### src/rtl/serial_add_pkg.sv
// Shared definitions for the bit-serial adder controller: FSM states,
// default operand width and the bit-counter width helper.
package serial_add_pkg;

    typedef enum logic [1:0] {
        IDLE = 2'd0,
        RUN  = 2'd1,
        DONE = 2'd2
    } state_t;

    localparam int WIDTH_DEF = 8;

    // Floor of one bit so WIDTH=2 still gets a usable counter.
    function automatic int cnt_width(input int w);
        return (w > 2) ? $clog2(w) : 1;
    endfunction

endpackage

### src/rtl/adder.sv
// Shared 1-bit full adder datapath cell; purely combinational.
module adder (
    input  logic A,
    input  logic B,
    input  logic Cin,
    output logic S,
    output logic Cout
);

    assign S    = A ^ B ^ Cin;
    assign Cout = (A & B) | (Cin & (A ^ B));

endmodule

### src/rtl/serial_adder_ctrl.sv
// Bit-serial WIDTH-bit adder: sequences one full adder LSB-first over WIDTH cycles.
// Optional signed-overflow output enabled by defining SERIAL_ADD_OVF_EN.
module serial_adder_ctrl
    import serial_add_pkg::*;
#(
    parameter int WIDTH = WIDTH_DEF
) (
    input  logic             clk,
    input  logic             rst_n,
    input  logic             start,
    input  logic [WIDTH-1:0] a,
    input  logic [WIDTH-1:0] b,
    input  logic             cin,
    output logic             busy,
    output logic             done,
    output logic [WIDTH-1:0] sum,
    output logic             cout
`ifdef SERIAL_ADD_OVF_EN
    ,
    output logic             ovf
`endif
);

    localparam int CW = cnt_width(WIDTH);

    state_t           state, state_nxt;
    logic [WIDTH-1:0] a_sr, b_sr;
    logic [WIDTH-2:0] ps;
    logic             carry;
    logic [CW-1:0]    cnt;
    logic             fa_s, fa_cout;
    logic             start_acc;
    logic             last_bit;
    logic [WIDTH-1:0] ps_full;

    adder u_adder (
        .A   (a_sr[0]),
        .B   (b_sr[0]),
        .Cin (carry),
        .S   (fa_s),
        .Cout(fa_cout)
    );

    assign start_acc = start && (state != RUN);
    assign last_bit  = (state == RUN) && (cnt == CW'(WIDTH - 1));
    // Newest sum bit enters at the top; after WIDTH shifts bit 0 reaches the bottom.
    assign ps_full   = {fa_s, ps};
    assign busy      = (state == RUN);
    assign done      = (state == DONE);

    always_ff @(posedge clk or negedge rst_n) begin
        if (!rst_n) state <= IDLE;
        else        state <= state_nxt;
    end

    always_comb begin
        state_nxt = state;
        case (state)
            IDLE:    if (start) state_nxt = RUN;
            RUN:     if (last_bit) state_nxt = DONE;
            DONE:    state_nxt = start ? RUN : IDLE;
            default: state_nxt = IDLE;
        endcase
    end

    always_ff @(posedge clk or negedge rst_n) begin
        if (!rst_n) begin
            a_sr  <= '0;
            b_sr  <= '0;
            ps    <= '0;
            carry <= 1'b0;
            cnt   <= '0;
            sum   <= '0;
            cout  <= 1'b0;
        end else if (start_acc) begin
            a_sr  <= a;
            b_sr  <= b;
            carry <= cin;
            cnt   <= '0;
        end else if (state == RUN) begin
            a_sr  <= a_sr >> 1;
            b_sr  <= b_sr >> 1;
            ps    <= ps_full[WIDTH-1:1];
            carry <= fa_cout;
            cnt   <= cnt + CW'(1);
            if (last_bit) begin
                sum  <= ps_full;
                cout <= fa_cout;
            end
        end
    end

`ifdef SERIAL_ADD_OVF_EN
    logic c_msb;

    // Carry into the MSB is the carry out of bit WIDTH-2.
    always_ff @(posedge clk or negedge rst_n) begin
        if (!rst_n) begin
            c_msb <= 1'b0;
            ovf   <= 1'b0;
        end else if (state == RUN) begin
            if (cnt == CW'(WIDTH - 2)) c_msb <= fa_cout;
            if (last_bit)              ovf   <= c_msb ^ fa_cout;
        end
    end
`endif

endmodule

### config.mk
export PLATFORM = sky130hd
export DESIGN_NAME = serial_adder_ctrl
export DESIGN_NICKNAME = d
export VERILOG_FILES = /design/src/rtl/serial_add_pkg.sv /design/src/rtl/adder.sv /design/src/rtl/serial_adder_ctrl.sv
export SDC_FILE = /design/constraint.sdc
export NUM_CORES = 1
export LEC_CHECK = 0
export BUFFER_PORTS_ARGS = -buffer_cell sky130_fd_sc_hd__buf_2
export CELL_PAD_IN_SITES_DETAIL_PLACEMENT = 1
export CELL_PAD_IN_SITES_GLOBAL_PLACEMENT = 2
export CORE_MARGIN = 10
export CORE_UTILIZATION = 42
export CTS_CLUSTER_DIAMETER = 30
export DETAILED_ROUTE_END_ITERATION = 7
export PLACE_DENSITY_LB_ADDON = 0.08
export REMOVE_ABC_BUFFERS = 1
export SYNTH_ARGS = -nofsm -noshare
export SYNTH_HDL_FRONTEND = slang
export SYNTH_HIERARCHICAL = 1
export SYNTH_SLANG_ARGS = --single-unit
### constraint.sdc
create_clock -name clk -period 3.9 [get_ports clk]
set_input_delay 0.39 -clock clk [delete_from_list [all_inputs] [get_ports clk]]
set_output_delay 0.39 -clock clk [all_outputs]
set_load 0.05 [all_outputs]
==> results.txt <==
The first global-routing pass estimated 5880 um of wire. The final number of hold-violating endpoints is 0. The total of warnings raised by yosys is 6. In this run the cell area measured after placement is 1970 um^2. The number of DRC markers after the initial detailed-route iteration is 30. For this design the static power due to leakage is between 1 and 1.5 nW. The largest net degree at the start of global routing came out at 39. Prior to clock tree synthesis, the placed netlist has a worst setup slack of 2150 ps. The number of standard-cell rows in the floorplan came out at 23.

Power spread over the standard cell area amounts to between 800 and 900 nW/um^2. The number of CTS-inserted buffers came out at 5. The clock insertion delay at the later pin of the skew report came out at 290 ps. The master cell of the clock root buffer is sky130_fd_sc_hd__clkbuf_8. The initial antenna violation count came out at 0. The post-route total power is 1.78 mW.

The placer's final routability congestion estimate is a little under 0.7. The post-layout minimum cycle time came out at approximately 1800 ps. The count of input and output buffers is 30. The total number of nets in the final design came out at between 150 and 200. The critical path class is reg2out. The maximum clock rate came out at approximately 560 MHz.

The floorplan die height came out at 85.6 um. The final worst-path cycle share came out at 0.456. The clock-pin slew on the worst setup and hold paths is 70 ps.

The number of vias after detailed routing is approximately 970. The max-slew headroom at the worst pin is 0.438. The maximum net fanout on the critical path is 6. The combined global-route utilization of all metal layers is 0.102. The core region area came out at 4090 um^2. STA classifies the critical path endpoint as a primary output. The kind of launch point of the worst setup path is a flop. The iteration count of the initial detailed-routing pass is 2. Post-CTS repair changed the size of 0 cells. The flow ran to the end, and the final reports show no timing, DRC or antenna violations. The fraction of layout instances using a drive strength above 1 came out at 0.601. The count of inserted antenna diode cells is 0. The number of clock sinks came out at 38. The number of max-cap violations is 0. The measured slew at the worst slew-check pin is 843 ps.

Summed over all layers, the global routing overflow is 0. The maximum vdd drop came out at about 0.00040 V. STA puts the critical path data required time at 3510 ps. The cell type with the highest aggregate area in the netlist is sky130_fd_sc_hd__dfrtp_1. The count of distinct cell types in the synthesized netlist is 15. Across the whole layout, storage elements account for between 900 and 1000 um^2. The setup clock skew after layout is between 6 and 7 ps.

The growth of design area from synthesis to finish is 14.0%. The final HPWL from detailed placement is 2320 um. The I/O pin total is 31. The number of vias per cell is 5.02. The maximum root-to-sink buffer count came out at 2. The final-layout fill cell count is 415.

The wire length per cell after detailed routing came out at 17.7 um. The area of combinational cells with multiple inputs came out at 788 um^2. The synthesized netlist occupies a cell area of 1810 um^2. The H-tree depth came out at 2. TritonCTS built the clock tree.

The horizontal die dimension is 85.6 um. Summing all non-filler instances in the final layout gives an area of 2060 um^2. The total of hold buffers inserted after clock tree synthesis came out at 0. The via count of the first global-routing pass came out at roughly 1100.

The tightest min-delay check is of the in2async type. Of the post-synthesis cell area, the dominant cell type holds 0.526. The final wirelength came out at 3420 um. For the worst setup path, the data arrival time is 1390 ps. The register area share after synthesis came out at 0.526. Setup repair after global routing left no endpoint under its margin. The post-CTS setup-driven buffer insertion count came out at 0. The effective utilization at floorplan is 0.442. The depth of the worst register-to-register path is 4. Setup violations remaining at the end of the flow were counted as 0. The number of max-slew violations in the final report came out at 0. The synthesized design contains 38 register bits.

The area of the die is between 7000 and 8000 um^2. The final setup slack of the worst path came out at around 2100 ps. The average instance in the mapped netlist occupies 16.4 um^2. In the final timing run, aggregate negative setup slack is 0 ps.

The number of instances in the synthesized netlist is 110. The residual antenna-violating net count after detailed routing is 0. The count of unresolved DRC violations after routing came out at 0. By area the synthesized netlist is led by sky130_fd_sc_hd__dfrtp_1 (53%), sky130_fd_sc_hd__mux2_4 (27%), sky130_fd_sc_hd__mux2_2 (10%), sky130_fd_sc_hd__buf_6 (2.5%), sky130_fd_sc_hd__mux2i_1 (1.7%).
[final timing paths]
kind	slack (ps)	end	start
worst min register to register	490	cnt[0]	cnt[0]
worst max register to register	2160	sum[3]	cnt[0]
worst min-delay path	200	carry	rst_n
min in group clk	360	a_sr[7]	a[7]
max in group asynchronous	3160	ps[5]	rst_n
worst max-delay path	2120	busy	state[1]
[through the flow]
step	std cells	hold slack, ps	util
final	193	201	0.505
after global routing	193	268	0.505
after CTS	193	232	0.505
after detailed placement	185	483	0.482
after global placement	185	468	0.482
after floorplan	104	94.4	-
[per-layer routing]
layer	part of all wire	wire length, um	global-route usage
met1	0.43	1480	0.122
met2	0.50	1720	0.159
met3	0.050	170	0.0426
met4	0.015	53	0.0404
met5	0	0	0
[critical path, cell delays in order, from the launching register on]
cell	delay, ps
sky130_fd_sc_hd__dfrtp_1	390
sky130_fd_sc_hd__nand2b_1	170
sky130_fd_sc_hd__inv_1	220
sky130_fd_sc_hd__buf_2	320
[flip-flops by register name, summed over array words and instances (netlist names)]
| name | cells |
|---|---|
| a_sr | 8 |
| b_sr | 8 |
| carry | 1 |
| cnt | 3 |
| cout | 1 |
| ps | 7 |
| state | 2 |
| sum | 8 |
[synth_stat cells, drive strengths merged]
cell type	count
dfrtp	38
nand2b	2
inv	3
buf	6
ha	2
nand3b	1
nor2	2
o22ai	1
mux2	48
mux2i	3
fa	1
nor2b	3
[layout make-up]
cell class                      instances  area share
Clock buffer                            7      0.0419
Tap cell                               50      0.0303
Clock inverter                          1     0.00243
Timing Repair Buffer                   31      0.0765
Sequential cell                        38       0.461
Inverter                                3     0.00546
Multi-Input combinational cell         63       0.382
[placed cells by master (no fill, tap or decap), drive strengths merged]
cell and n:
ha 2, nor2b 3, mux2 48, inv 3, clkinv 1, buf 31, clkbuf 7, dfrtp 38
o22ai 1, nand3b 1, nor2 2, mux2i 3, fa 1, nand2b 2
[logic make-up after synthesis]
logic type | synth area share
buffers and inverters | 0.0381
and+or+nand+nor | 0.0256
muxes | 0.382
DFF | 0.526
AOI/OAI and AO/OA | 0.00346
adders and majority gates | 0.0249
[report_power, final]
part	leakage [nW]	internal (mW)	switching, mW
combinational	0.532	0.423	0.402
sequential	0.472	0.579	0.107
clock	0.0482	0.143	0.130
total	1.05	1.14	0.639
No activity file was read; power rests on OpenSTA's default activity.
